File: config.mk
export PLATFORM = sky130hd
export DESIGN_NAME = irq_ctrl
export DESIGN_NICKNAME = d
export VERILOG_FILES = /design/src/rtl/irq_ctrl.sv
export SDC_FILE = /design/constraint.sdc
export NUM_CORES = 1
export LEC_CHECK = 0
export ABC_AREA = 1
export BUFFER_PORTS_ARGS = -buffer_cell sky130_fd_sc_hd__buf_2
export CORE_MARGIN = 10
export CORE_UTILIZATION = 40
export DETAILED_ROUTE_END_ITERATION = 10
export PLACE_DENSITY = 0.69
export SLEW_MARGIN = 20
export SYNTH_ARGS = -nofsm -noshare
export SYNTH_HDL_FRONTEND = slang
export SYNTH_SLANG_ARGS = --single-unit
File: constraint.sdc
create_clock -name clk -period 1.2 [get_ports clk]
set_clock_uncertainty 0.15 [all_clocks]
set_input_delay 0.18 -clock clk [delete_from_list [all_inputs] [get_ports clk]]
set_output_delay 0.18 -clock clk [all_outputs]
set_load 0.01 [all_outputs]
File: src/rtl/irq_ctrl.sv
`default_nettype none
// ============================================================================
// Module   : irq_ctrl
// Purpose  : Fixed-priority interrupt controller with a small bus-mapped
//            register file (PENDING / MASK / STATUS) and an IDLE/REQ/CLR
//            handshake towards the CPU.
// Revision : 1.0 - initial release
// ----------------------------------------------------------------------------
// Ports
//   clk, rst_n        clock (rising edge), asynchronous active-low reset
//   src[NUM_IRQ]      interrupt sources from peripherals
//   src_clr[NUM_IRQ]  one-cycle clear pulse back to the serviced source
//   irq_req, irq_vec  request and winning source index towards the CPU
//   irq_ack           CPU acceptance of irq_req
//   addr, din,
//   wr_en, rd_en      data/IO bus
//   dout, hit         registered read data and its valid flag
// Registers (BASE_ADDR + n)
//   +0 PENDING  read, write-1-to-clear (edge mode only)
//   +1 MASK     read/write
//   +2 STATUS   read-only: bit7 in-service, bits[2:0] irq_vec
// Configuration
//   IRQ_CTRL_EDGE_EN  defined  : PENDING latches rising edges of src
//                     undefined: PENDING follows registered src (level mode)
// ============================================================================
module irq_ctrl #(
  parameter int unsigned NUM_IRQ   = 4,
  parameter logic [7:0]  BASE_ADDR = 8'h10
) (
  input  logic               clk,
  input  logic               rst_n,
  input  logic [NUM_IRQ-1:0] src,
  output logic [NUM_IRQ-1:0] src_clr,
  output logic               irq_req,
  output logic [2:0]         irq_vec,
  input  logic               irq_ack,
  input  logic [7:0]         addr,
  input  logic [7:0]         din,
  input  logic               wr_en,
  input  logic               rd_en,
  output logic [7:0]         dout,
  output logic               hit
);

  localparam logic [7:0] c_addr_pend = BASE_ADDR;
  localparam logic [7:0] c_addr_mask = BASE_ADDR + 8'd1;
  localparam logic [7:0] c_addr_stat = BASE_ADDR + 8'd2;
  // Implemented bit positions; everything above NUM_IRQ stays 0.
  localparam logic [7:0] c_valid     = 8'((9'd1 << NUM_IRQ) - 9'd1);

  typedef enum logic [1:0] {
    IDLE = 2'd0,
    REQ  = 2'd1,
    CLR  = 2'd2
  } state_t;

  state_t     r_state;
  // Kept 8 bits wide so bus reads need no padding; unused bits hold 0.
  logic [7:0] r_pend;
  logic [7:0] r_mask;

  logic [7:0] w_act;
  logic [2:0] w_win;
  logic [7:0] w_vec_oh;
  logic [7:0] w_clr8;
  logic [7:0] w_pend_nxt;
  logic [7:0] w_mask_nxt;
  logic       w_wr_mask;
  logic       w_withdraw;

  assign w_act     = r_pend & r_mask;
  assign w_wr_mask = wr_en && (addr == c_addr_mask);

  // Lowest active index wins.
  always_comb begin
    w_win = 3'd0;
    for (int i = 7; i >= 0; i--) begin
      if (w_act[i]) w_win = 3'(i);
    end
  end

  generate
    for (genvar g = 0; g < 8; g++) begin : g_vec_oh
      assign w_vec_oh[g] = (irq_vec == 3'(g));
    end
  endgenerate

  // Bit being serviced is cleared on the CLR -> IDLE edge.
  assign w_clr8 = (r_state == CLR) ? w_vec_oh : 8'h00;

`ifdef IRQ_CTRL_EDGE_EN
  logic [NUM_IRQ-1:0] r_src_q;
  logic [7:0]         w_rise;
  logic [7:0]         w_w1c;

  assign w_rise = 8'(src & ~r_src_q);
  assign w_w1c  = (wr_en && (addr == c_addr_pend)) ? (din & c_valid) : 8'h00;
  // A new rising edge overrides both W1C and the CLR clear.
  assign w_pend_nxt = (r_pend & ~w_w1c & ~w_clr8) | w_rise;
`else
  // Level mode: PENDING mirrors src one cycle late; W1C is ignored.
  assign w_pend_nxt = 8'(src) & ~w_clr8;
`endif

  assign w_mask_nxt = w_wr_mask ? (din & c_valid) : r_mask;

  // Looking at next-cycle PENDING/MASK lets irq_req drop in the cycle right
  // after the withdrawing write instead of one cycle later.
  assign w_withdraw = ~|(w_pend_nxt & w_mask_nxt & w_vec_oh);

  always_ff @(posedge clk or negedge rst_n) begin
    if (!rst_n) begin
      r_state <= IDLE;
      r_pend  <= 8'h00;
      r_mask  <= 8'h00;
      irq_req <= 1'b0;
      irq_vec <= 3'd0;
      src_clr <= '0;
      dout    <= 8'h00;
      hit     <= 1'b0;
`ifdef IRQ_CTRL_EDGE_EN
      r_src_q <= '0;
`endif
    end else begin
`ifdef IRQ_CTRL_EDGE_EN
      r_src_q <= src;
`endif
      r_pend  <= w_pend_nxt;
      r_mask  <= w_mask_nxt;
      src_clr <= '0;

      case (r_state)
        IDLE: begin
          irq_req <= 1'b0;
          if (|w_act) begin
            r_state <= REQ;
            irq_vec <= w_win;
            irq_req <= 1'b1;
          end
        end
        REQ: begin
          // irq_ack takes precedence over a simultaneous withdrawal.
          if (irq_ack) begin
            r_state <= CLR;
            irq_req <= 1'b0;
            src_clr <= w_vec_oh[NUM_IRQ-1:0];
          end else if (w_withdraw) begin
            r_state <= IDLE;
            irq_req <= 1'b0;
          end
        end
        CLR: begin
          r_state <= IDLE;
          irq_req <= 1'b0;
        end
        default: begin
          r_state <= IDLE;
          irq_req <= 1'b0;
        end
      endcase

      dout <= 8'h00;
      hit  <= 1'b0;
      if (rd_en) begin
        if (addr == c_addr_pend) begin
          dout <= r_pend;
          hit  <= 1'b1;
        end else if (addr == c_addr_mask) begin
          dout <= r_mask;
          hit  <= 1'b1;
        end else if (addr == c_addr_stat) begin
          dout <= {(r_state == CLR), 4'b0000, irq_vec};
          hit  <= 1'b1;
        end
      end
    end
  end

endmodule
`default_nettype wire

==> results.txt <==
- Of all nets on the critical path, the largest fanout is 5.
- Pre-CTS setup slack: -216 ps
- Post-synthesis instance area: ~1200 um2
* Total number of vias: about 1,100
- Entering global routing, the biggest net connects 24 pins.
* Post-placement cell count: 220
* Total Power: 2750 uW
- Per-cell via count in the routed design: 4.84
* Cell type with the highest aggregate area in the netlist: sky130_fd_sc_hd__dfrtp_1
- Setup violations remaining at the end of the flow were counted as 10.
- CTS built an H-tree with a depth of 1.
- Summed over its instances, the top area cell type makes up between 40 and 50% of the synthesized netlist area.
- The number of pins with negative max-slew slack in the final report was 0.
* Insertion delay to the later sink of the worst-skew pair: approximately 300 ps
- STA classifies the critical path startpoint as a flip-flop.
- In the post-synthesis netlist, the biggest area contributors are sky130_fd_sc_hd__dfrtp_1 47%, sky130_fd_sc_hd__inv_1 8.3%, sky130_fd_sc_hd__nand2_1 8.3%, sky130_fd_sc_hd__nor2_8 3.3%, sky130_fd_sc_hd__nand4_1 3.1%.
- On the worst path, the slowest cell contributes a delay of roughly 490 ps.
- Worst path cell trace: buf_6 -> buf_6
- Violated checks: negative setup slack
- In this run the remaining antenna-violating nets after routing total 0.
* Worst vdd ir: 1200 uV
- Yosys printed 0 warnings.
* Detail Placement HPWL: 2270 um
- Synthesized netlist cell count: 146
* TritonCTS clock tree: built
* Root buffer cell: sky130_fd_sc_hd__clkbuf_4
- Placeable core region: around 2800 um2
- In this run the power density over the cells is roughly 1600 nW/um2.
* Drt wl/cell: around 13 um
- CTS saw 23 sinks.
- Remaining Overflow, GRT: 0
- In this run the static leakage power is ~0.00099 uW.
* Floorplan die width: approximately 75 um
* Weighted congestion at the end of routability-driven global placement: 0.806
- Number of DRC violations after detailed routing: 0
- Run status: complete, but fails checks
- Starting density of the core: a little over two fifths
- Mean post-synth cell area: 8.33 um2
- Total wirelength of the detailed-routed design: between 3000 and 4000 um
* Highest-delay cell along the critical path: sky130_fd_sc_hd__dfrtp_2
- Worst min-delay path class: in2reg
- Across the run, the number of max-cap violations was 0.
- Maximum count of clock buffers along a single path: 2
* Die H: 75.1 um
* Least-Margin Pin Slew: approximately 510 ps
- Number of top-level pins: 42
- At the worst endpoint, the required time is about 870 ps.
* Via count of the first global-routing pass: ~1,100
- Combined global-route utilization of all metal layers: a little over a tenth
- # diodes: 0
- Standard-cell rows: 19
- Setup Crit Path Kind: reg2out
* Area overhead of the layout relative to synthesis: 44.9%
- The final layout contains between 200 and 250 nets.
* Normalized max-slew margin: 66.1%
* Final setup margin: -175 ps
* Final Cycle Share: 115%
- Final number of hold-violating endpoints: 0
- Yosys mapped the design onto 27 distinct sky130hd cell types.
- Clk pin slew, worst setup/hold paths: roughly 130 ps
* Antenna violations before repair: 0
* Sequential fraction of the synthesis area: 47.3%
- Timing would allow up to between 700 and 800 MHz.
- Final critical delay including setup and external delays: between 1000 and 1500 ps
* Drt first-iter violations: 89
* Arrival time reported for the critical path endpoint: 1050 ps
- CP endpoint kind: output port
* Most prevalent standard cell on the critical path: sky130_fd_sc_hd__buf_6
- In this run, CTS created clock tree buffers numbering 3.
- For this run, the detailed router's first-pass iteration total came to 4.
- The count of buffers added on input and output ports is 33.
- Setup repair after global routing could not meet its margin everywhere.
* Post-synthesis sequential element count: 23
- Wire length of the first global-routing pass: 4820 um
* Share of final-layout standard cells stronger than drive strength 1: between 40 and 50%
- Number of standard cells in the layout, taps in and fillers out: approximately 240
- The die covers ~5600 um2.
[metrics by stage]
| stage | util (%) | setup TNS [ps] | hold WS [ps] | instance area (um2) |
|---|---|---|---|---|
| after floorplan | - | -113 | -266 | 1240 |
| after global placement | 53.0 | -650 | 17.5 | 1500 |
| after detailed placement | 53.0 | -1000 | 30.3 | 1500 |
| after CTS | 59.1 | -717 | 60.4 | 1670 |
| after global routing | 62.3 | -1710 | 85.3 | 1760 |
| final | 62.3 | -1080 | 67.5 | 1760 |
[worst max-delay path, delay by kind of cell (launching register included)]
| family | cells | cell delay [ps] |
|---|---|---|
| buffers and inverters | 2 | 250 |
| DFF | 1 | 490 |
[cell usage after synthesis, drive strengths merged]
cell type,count
dfrtp,23
nand3b,3
nor3,3
nand2,32
nor4,1
nand3,9
o21ai,3
a21oi,4
nand4,6
conb,1
nor2,12
o22ai,1
and2,5
a21boi,3
inv,34
o21a,1
buf,4
o211ai,1
[report_power, final]
part	switching [uW]	internal, uW
clock	234	124
sequential	125	901
combinational	732	632
total	1090	1660
[worst paths after layout]
| check | end | slack, ps | cells after the start | from |
|---|---|---|---|---|
| max | irq_vec[1] | -180 | 2 | irq_vec[1] |
| min in group asynchronous | hit | 210 | 2 | rst_n |
| max reg2reg | irq_req | -150 | 8 | irq_vec[1] |
| max in group asynchronous | irq_vec[1] | 320 | 2 | rst_n |
| min | r_mask[3] | 70 | 4 | din[3] |
| min reg2reg | dout[2] | 390 | 2 | r_pend[2] |
[state kept, by name (all words and copies together), names as in the netlist]
name,cells
r_state,2
irq_req,1
hit,1
src_clr,4
irq_vec,2
r_mask,4
r_pend,4
dout,5
[final cells by class]
cell class	instances	area, um2
Timing Repair Buffer	56	390
Sequential cell	23	578
Fill cell	230	1070
Tap cell	31	38.8
Clock inverter	1	5.00
Inverter	34	130
Multi-Input combinational cell	88	597
Clock buffer	3	22.5
[cells by family (layout without fill, tap and decap cells)]
logic type | after synthesis | count (layout) | synth area share [%]
AOI/OAI and AO/OA | 13 | 13 | 6.48
buffers and inverters | 38 | 94 | 13.0
DFF | 23 | 23 | 47.3
other | 1 | 4 | 0.308
and+or+nand+nor | 71 | 71 | 32.9
[cell usage in the layout (no fill, tap or decap), drive strengths merged]
| cell | count |
|---|---|
| a21boi | 3 |
| a21oi | 4 |
| and2 | 5 |
| buf | 49 |
| clkbuf | 3 |
| clkinv | 1 |
| conb | 4 |
| dfrtp | 23 |
| dlygate4sd3 | 7 |
| inv | 34 |
| nand2 | 32 |
| nand3 | 9 |
| nand3b | 3 |
| nand4 | 6 |
| nor2 | 12 |
| nor3 | 3 |
| nor4 | 1 |
| o211ai | 1 |
| o21a | 1 |
| o21ai | 3 |
| o22ai | 1 |
[layer usage]
layer  wire, um  GRT usage [%]
met1       1190           11.9
met2       1680           19.7
met3        217           2.23
met4         69           3.30
met5          0              0
[what timing repair did]
item / CTS / global route
hold endpoints to repair: 31 / 0
pin swaps: 0 / 4
hold buffers: 7 / 0
setup buffers: 4 / 2
resized for setup: 11 / 23
endpoints found under the setup margin: 14 / 18
Note: power is estimated with default switching activity, not from simulation.
